### config.mk
export PLATFORM = sky130hd
export DESIGN_NAME = keyboard_accel_adapter
export DESIGN_NICKNAME = d
export VERILOG_FILES = /design/src/rtl/accel_pkg.sv /design/src/rtl/sync_fifo.sv /design/src/rtl/keyboard_accel_adapter.sv
export SDC_FILE = /design/constraint.sdc
export NUM_CORES = 1
export LEC_CHECK = 0
export ABC_AREA = 1
export ABC_CLOCK_PERIOD_IN_PS = 2600
export BUFFER_PORTS_ARGS = -buffer_cell sky130_fd_sc_hd__buf_4
export CORE_MARGIN = 1.5
export CORE_UTILIZATION = 57
export CTS_BUF_LIST = sky130_fd_sc_hd__clkbuf_16
export DETAILED_ROUTE_END_ITERATION = 16
export PLACE_DENSITY = 0.85
export REMOVE_ABC_BUFFERS = 1
export SETUP_SLACK_MARGIN = 0.15
export SLEW_MARGIN = 20
export SYNTH_ARGS = -nofsm -noshare
export SYNTH_HDL_FRONTEND = slang
export SYNTH_SLANG_ARGS = --single-unit
### constraint.sdc
create_clock -name clk -period 2.6 [get_ports clk]
set_input_delay 0.26 -clock clk [delete_from_list [all_inputs] [get_ports clk]]
set_output_delay 0.26 -clock clk [all_outputs]
set_load 0.02 [all_outputs]
### src/rtl/accel_pkg.sv
// Shared definitions for the accelerator bus: accel ids, keyboard event codes,
// event word layout and command bits.
package accel_pkg;

  localparam logic [2:0] ACCEL_ID_SWAP     = 3'd0;
  localparam logic [2:0] ACCEL_ID_LINE     = 3'd1;
  localparam logic [2:0] ACCEL_ID_FILL     = 3'd2;
  localparam logic [2:0] ACCEL_ID_SYMBOL   = 3'd3;
  localparam logic [2:0] ACCEL_ID_KEYBOARD = 3'd4;

  typedef enum logic [1:0] {
    KEY_EVT_SYMBOL    = 2'd0,
    KEY_EVT_LEFT      = 2'd1,
    KEY_EVT_RIGHT     = 2'd2,
    KEY_EVT_BACKSPACE = 2'd3
  } key_evt_e;

  localparam int ACCEL_WORD_W  = 16;
  localparam int EVT_TYPE_MSB  = 15;
  localparam int EVT_TYPE_LSB  = 14;
  localparam int EVT_OVF_BIT   = 13;
  localparam int EVT_PAYLOAD_W = 13;
  localparam int CMD_CLEAR_BIT = 0;

  function automatic logic [ACCEL_WORD_W-1:0] pack_event_word(
    input key_evt_e                 evt_type,
    input logic                     overflow,
    input logic [EVT_PAYLOAD_W-1:0] payload
  );
    return {evt_type, overflow, payload};
  endfunction

endpackage

### src/rtl/sync_fifo.sv
// Register-array FIFO with show-ahead read; clear dominates push/pop, and a push
// into a full FIFO is accepted when a pop happens in the same cycle.
module sync_fifo #(
  parameter int WIDTH = 8,
  parameter int DEPTH = 8
) (
  input  logic                     clk,
  input  logic                     rst,
  input  logic                     push,
  input  logic                     pop,
  input  logic                     clear,
  input  logic [WIDTH-1:0]         wr_data,
  output logic [WIDTH-1:0]         rd_data,
  output logic                     full,
  output logic                     empty,
  output logic [$clog2(DEPTH):0]   count
);

  localparam int AW = $clog2(DEPTH);
  localparam int CW = AW + 1;

  logic [WIDTH-1:0] mem_reg [DEPTH];
  logic [AW-1:0]    wr_ptr_reg, wr_ptr_next;
  logic [AW-1:0]    rd_ptr_reg, rd_ptr_next;
  logic [CW-1:0]    count_reg, count_next;
  logic             pop_ok;
  logic             push_ok;

  assign empty   = (count_reg == '0);
  assign full    = (count_reg == CW'(DEPTH));
  assign count   = count_reg;
  assign rd_data = mem_reg[rd_ptr_reg];

  assign pop_ok  = pop && !empty && !clear;
  assign push_ok = push && !clear && (!full || pop_ok);

  always_comb begin
    wr_ptr_next = wr_ptr_reg;
    rd_ptr_next = rd_ptr_reg;
    count_next  = count_reg;
    if (clear) begin
      wr_ptr_next = '0;
      rd_ptr_next = '0;
      count_next  = '0;
    end else begin
      // Pointer widths equal log2(DEPTH), so natural overflow is the wrap.
      if (push_ok) wr_ptr_next = wr_ptr_reg + AW'(1);
      if (pop_ok)  rd_ptr_next = rd_ptr_reg + AW'(1);
      count_next = count_reg + CW'(push_ok) - CW'(pop_ok);
    end
  end

  always_ff @(posedge clk) begin
    if (rst) begin
      wr_ptr_reg <= '0;
      rd_ptr_reg <= '0;
      count_reg  <= '0;
    end else begin
      wr_ptr_reg <= wr_ptr_next;
      rd_ptr_reg <= rd_ptr_next;
      count_reg  <= count_next;
    end
  end

  always_ff @(posedge clk) begin
    if (!rst && push_ok) mem_reg[wr_ptr_reg] <= wr_data;
  end

endmodule

### src/rtl/keyboard_accel_adapter.sv
// Keyboard responder on the accelerator bus: prioritises key strobes into one
// event per cycle, queues them, and serves them to the CPU with a sticky overflow flag.
module keyboard_accel_adapter
  import accel_pkg::*;
#(
  parameter int SYMBOL_WIDTH = 7,
  parameter int FIFO_DEPTH   = 8
) (
  input  logic                    clk,
  input  logic                    rst,
  input  logic                    keyboard_left,
  input  logic                    keyboard_right,
  input  logic                    keyboard_backspace,
  input  logic [SYMBOL_WIDTH-1:0] keyboard_symbol,
  output logic                    accel_can_read,
  output logic                    accel_can_write,
  input  logic                    accel_read_enable,
  input  logic                    accel_write_enable,
  output logic [15:0]             accel_read_data,
  input  logic [15:0]             accel_write_data
);

  localparam int STORE_W = 2 + SYMBOL_WIDTH;
  localparam int CW      = $clog2(FIFO_DEPTH) + 1;

  key_evt_e                evt_type;
  logic [SYMBOL_WIDTH-1:0] evt_sym;
  logic                    evt_valid;
  logic                    clear_cmd;

  logic [STORE_W-1:0]      head_word;
  key_evt_e                head_type;
  logic [SYMBOL_WIDTH-1:0] head_sym;
  logic                    fifo_full;
  logic                    fifo_empty;
  logic [CW-1:0]           fifo_count;

  logic                    overflow_reg, overflow_next;
  logic                    can_write_reg;

  always_comb begin
    evt_valid = 1'b1;
    evt_type  = KEY_EVT_SYMBOL;
    evt_sym   = '0;
    if (keyboard_backspace) begin
      evt_type = KEY_EVT_BACKSPACE;
    end else if (keyboard_left) begin
      evt_type = KEY_EVT_LEFT;
    end else if (keyboard_right) begin
      evt_type = KEY_EVT_RIGHT;
    end else if (keyboard_symbol != '0) begin
      evt_sym = keyboard_symbol;
    end else begin
      evt_valid = 1'b0;
    end
  end

  assign clear_cmd = accel_write_enable && accel_write_data[CMD_CLEAR_BIT];

  sync_fifo #(
    .WIDTH (STORE_W),
    .DEPTH (FIFO_DEPTH)
  ) u_event_fifo (
    .clk     (clk),
    .rst     (rst),
    .push    (evt_valid),
    .pop     (accel_read_enable),
    .clear   (clear_cmd),
    .wr_data ({evt_type, evt_sym}),
    .rd_data (head_word),
    .full    (fifo_full),
    .empty   (fifo_empty),
    .count   (fifo_count)
  );

  // A full FIFO is never empty, so a read request here is always a real pop.
  always_comb begin
    overflow_next = overflow_reg;
    if (clear_cmd) begin
      overflow_next = 1'b0;
    end else if (evt_valid && fifo_full && !accel_read_enable) begin
      overflow_next = 1'b1;
    end
  end

  always_ff @(posedge clk) begin
    if (rst) begin
      overflow_reg  <= 1'b0;
      can_write_reg <= 1'b0;
    end else begin
      overflow_reg  <= overflow_next;
      can_write_reg <= 1'b1;
    end
  end

  assign head_type = key_evt_e'(head_word[STORE_W-1 -: 2]);
  assign head_sym  = head_word[SYMBOL_WIDTH-1:0];

  // Overflow is merged at read time so every queued entry shows the live flag.
  assign accel_read_data = fifo_empty ? '0
                         : pack_event_word(head_type, overflow_reg,
                                           EVT_PAYLOAD_W'(head_sym));
  assign accel_can_read  = !fifo_empty;
  assign accel_can_write = can_write_reg;

  logic unused_inputs;
  assign unused_inputs = ^{accel_write_data[15:1], fifo_count};

endmodule

Word-level counts from Yosys, hierarchy flattened --
Memory sizes are Yosys's and may differ from the RTL's. A register that Yosys moved wholly into a read port is not among the register bits. Cells that the tools add are included.
Operators by class: reduce and logical (&&, ||, !) cells 17, muxes and demuxes 17, $add $sub $neg 4, equal/unequal tests 1
Operators with widths (number):
- 7-bit two-way mux | 4
- 16-bit two-way mux | 1
- 1-bit logical AND | 8
- 1-bit two-way mux | 7
- 7-bit nonzero test | 1
- 3-bit by 1-bit adder with 3-bit output, second input constant | 2
- 2-bit two-way mux | 3
- 3-bit two-way mux | 2
- 1-bit zero test | 5
- 4-bit by 1-bit adder with 4-bit output | 1
- 4-bit equality test, second input constant | 1
- 4-bit zero test | 1
- 4-bit by 1-bit subtractor with 4-bit output | 1
- 2-bit OR reduction | 1
- 1-bit logical OR | 1
Storage, ports and cells: memories kept 1, word-level logic and storage cells 45, bits in writable memories 72, output and inout bits 18, bits in registers 12
Memories:
- u_event_fifo.mem_reg | depth 8, bits a word 9, read ports 1, clocked after Yosys merged registers in 1, wr ports 1, line sync_fifo.sv:22 | logic [WIDTH-1:0] mem_reg [DEPTH];

Longest topological paths before layout --
word-level depth 10, depth in mapped cells 12, depth with buffers taken out 12

Modules after synthesis --
Synthesis repeated with hierarchy kept, for this count alone.
Unflattened totals: cells, all modules 387, area, all modules 3938.8 um2
Modules (own cells, without submodules):
- sync_fifo | area each 3608.5 um2, cells an instance 320, times used 1, seq. area each 2422.3 um2
- keyboard_accel_adapter | area each 330.3 um2, cells an instance 67, times used 1, seq. area each 40.0 um2

Worst setup path before layout --
OpenSTA, ideal clock, no wires.
path type flip-flop to flip-flop, start point register u_event_fifo.count_reg[2] (netlist: u_event_fifo.count[2]), end point register u_event_fifo.count_reg[2] (netlist: u_event_fifo.count[2]), required time 2479 ps, path slack 573 ps, clock period less this slack 2027 ps, stages on the path, launching flop included 13, setup time 121 ps, arrival 1906 ps, cell sequence dfxtp_1 -> inv_1 -> ha_1 -> nand3_2 -> nand2_2 -> clkinv_1 -> ha_1 -> inv_1 -> ha_1 -> inv_1 -> fa_1 -> xor2_1 -> nor2_1
On the way: longest elaborated chain between the ends 8, elaborated cells on any way between the ends 10
Ends and longest elaborated chain:
- from (decl) | line sync_fifo.sv:25 | logic [CW-1:0] count_reg, count_next;
- from (signal assigned) | line sync_fifo.sv:61 | count_reg <= count_next;
- 4-bit zero test (*) | line sync_fifo.sv:29 | assign empty = (count_reg == '0);
- 1-bit zero test (*) | line sync_fifo.sv:34 | assign pop_ok = pop && !empty && !clear;
- 1-bit logical AND (*) (2 in series) | line sync_fifo.sv:34
- via u_event_fifo.pop_ok | line sync_fifo.sv:26 | logic pop_ok;
- 1-bit logical OR | line sync_fifo.sv:35 | assign push_ok = push && !clear && (!full || pop_ok);
- 1-bit logical AND | line sync_fifo.sv:35
- 4-bit by 1-bit adder with 4-bit output | line sync_fifo.sv:49 | count_next = count_reg + CW'(push_ok) - CW'(pop_ok);
- 4-bit by 1-bit subtractor with 4-bit output (*) | line sync_fifo.sv:49
The timed path passes the listed nets; every way through them passes the cells marked *. A chain may end at the register's enable or synchronous reset.

Final worst setup path --
Same ends and word-level chain as after synthesis.

==> results.json <==
{
  "swShare": 0.311,
  "drt_iter0_markers": 237,
  "cp_max_fo": 7,
  "largest_reg_flops": 72,
  "critPathCaptureType": "flip-flop",
  "num_io_pins": 48,
  "maxCapViolCount": 0,
  "drv_slew": 0,
  "ys_ff_latch": 87,
  "ir_drop_v": 0.000657,
  "gp_congestion": 0.758,
  "hold_path_class": "in -> reg",
  "yosysTopAreaCellShare": 0.572,
  "ctsHoldBuffers": 0,
  "critPathKind": "reg -> reg",
  "drtPass1Iterations": 4,
  "grt_max_degree": 37,
  "post-cts-setup-buffer-count": 0,
  "worstMarginPinSlew_ps": 749,
  "syn_area_per_cell_um2": 11.0,
  "start_util": 0.592,
  "drc": 0,
  "seq_area_frac_synth": 0.652,
  "p_switching_mw": 1.24,
  "synth_edf_count": 72,
  "finalPower_mw": 3.98,
  "synthMuxAreaShare": 0,
  "layout-drive-gt1-share": 0.161,
  "synth_top_family_by_area": "simple AND/OR/NAND/NOR gates",
  "syn_inst": 345,
  "synth_compound_area_frac": 0.0980,
  "relSlewSlack": 0.500,
  "viasPerCell": 5.57,
  "wire_per_inst_um": 16.2,
  "finalClockSkew_ps": 6.86,
  "port_buffers": 26,
  "cellPowerDensity_nw_per_um2": 923,
  "cts_max_level": 3,
  "combPwrFrac": 0.276,
  "gr-total-overflow": 0,
  "syn2layout_area_growth_pct": 14.2,
  "dieArea_um2": 7130,
  "max_freq_ghz": 0.449,
  "core_um2": 6390,
  "ant_nets": 0,
  "track_usage": 0.223,
  "clock_sinks": 87,
  "cts-buffers-inserted": 9,
  "synthSimpleGateAreaFrac": 0.144,
  "status": "finished clean",
  "fillerInstances": 459,
  "nNetsFinal": 419,
  "insertion_delay_ps": 330,
  "synthAdderAreaFrac": 0.0318,
  "antenna_found_initial": 0,
  "path_clk_slew_ps": 60,
  "syn_area_um2": 3780,
  "yosysUniqueCellTypes": 30,
  "worst_setup_path_start_kind": "flip-flop",
  "antenna_cells": 0,
  "via_count": 2575,
  "place_area_um2": 4040,
  "die-height_um": 84.4,
  "grt_setup_unrepaired": "false",
  "cp.required_ps": 2820,
  "hold_violations": 0,
  "fin_tns_setup_ps": 0,
  "total_leakage_power_nw": 1.68,
  "synthArstFlopShare": 0,
  "synth_area_leader_cell": "edfxtp_1",
  "cts_buffer_depth": 2,
  "netlist_top_cells_area": "edfxtp_1, nor2_1, dfxtp_1, o21ai_0, ha_1",
  "power.internal_mw": 2.74,
  "yosysWarnings": 0,
  "dp_hpwl_um": 4780,
  "rows": 29,
  "grt_pass1_vias": 2459,
  "final_area_um2": 4320,
  "synth_most_common_cell": "nor2_1",
  "grt_pass1_wl_um": 11800,
  "synth_xor_area_frac": 0.00464,
  "seqPwrFrac": 0.421,
  "drt_wl_total_um": 7490,
  "clock_power_share": 0.302,
  "cts_tree": "yes",
  "die_x_um": 84.4,
  "finalSetupViolations": 0,
  "arrival_ps": 2440,
  "min_period_ps": 2230,
  "root_buffer": "clkbuf_16",
  "ys.flop_type": "edfxtp_1",
  "post-route-period-util": 0.857,
  "synth_common_cells": "nor2_1, edfxtp_1, nand2_1"
}
## routing by layer
layer,global-route usage,vias to the layer above,part of all wire
li1,-,1253,-
met1,0.278,1220,0.40
met2,0.370,90,0.52
met3,0.0492,12,0.066
met4,0.114,0,0.013
met5,0,-,0
## cells in the final DEF (no fill, tap or decap), drive strengths merged, types with 8 or more instances in the layout
master,n
nand2,28
buf,38
ha,8
edfxtp,72
o211ai,9
o21ai,39
inv,30
o22ai,9
nor2,87
a21oi,9
clkbuf,9
dfxtp,15
nand3,8
## worst max-delay path, cell delays in order, from the launching register on
cell and delay, ps:
dfxtp_1 300, inv_1 90, ha_1 200, nand3_2 100
nand2_2 90, clkinv_1 170, ha_1 320, inv_1 60
ha_1 150, inv_1 60, fa_1 370, xor2_1 150
nor2_1 50
## power groups by stage
stage	clock, mW	combinational (mW)	sequential [mW]
6_report	1.20	1.10	1.68
3_3_place_gp	0	1.06	1.70
4_1_cts	1.22	1.11	1.68
2_1_floorplan	0	0.694	1.70
5_1_grt	1.27	1.22	1.69
3_5_place_dp	0	1.10	1.71
## timing repair
action | 4_1_cts | 5_1_grt
hold endpoints to repair | 0 | 0
gates resized for setup | 0 | 1
endpoints found under the setup margin | 0 | 1
## final timing paths
kind / start / to / slack [ps] / depth (start not counted)
setup / recovery: u_event_fifo.count[2] / u_event_fifo.count[2] / 370 / 12
hold / removal: rst / accel_can_write / 170 / 2
setup reg to reg: u_event_fifo.count[2] / u_event_fifo.count[2] / 370 / 12
hold reg to reg: overflow_reg / overflow_reg / 460 / 2
## area by class of cell
cell class | instances | area (µm²) | area share
multi-input cells | 214 | 1080 | 0.249
clock buffers | 9 | 225 | 0.0522
flip-flops and latches | 87 | 2460 | 0.571
inverters | 30 | 115 | 0.0267
well taps | 77 | 96.3 | 0.0223
repair buffers | 38 | 285 | 0.0661
clock inverters | 7 | 55.1 | 0.0128
## kinds of logic after synthesis
| kind of cell | after synthesis |
|---|---|
| buffers and inverters | 49 |
| other | 1 |
| DFF | 87 |
| AOI/OAI and AO/OA | 67 |
| adders and majority gates | 9 |
| and+or+nand+nor | 130 |
| xor gates and xnor gates | 2 |
## per-stage QoR
stage	hold WS [ps]	utilization	cells	setup slack [ps]
6_report	170	0.676	462	372
5_1_grt	174	0.676	462	160
4_1_cts	154	0.676	462	323
3_5_place_dp	453	0.632	446	375
3_3_place_gp	447	0.632	446	433
2_1_floorplan	384	-	331	316
Power figures use the tool's default switching activity.
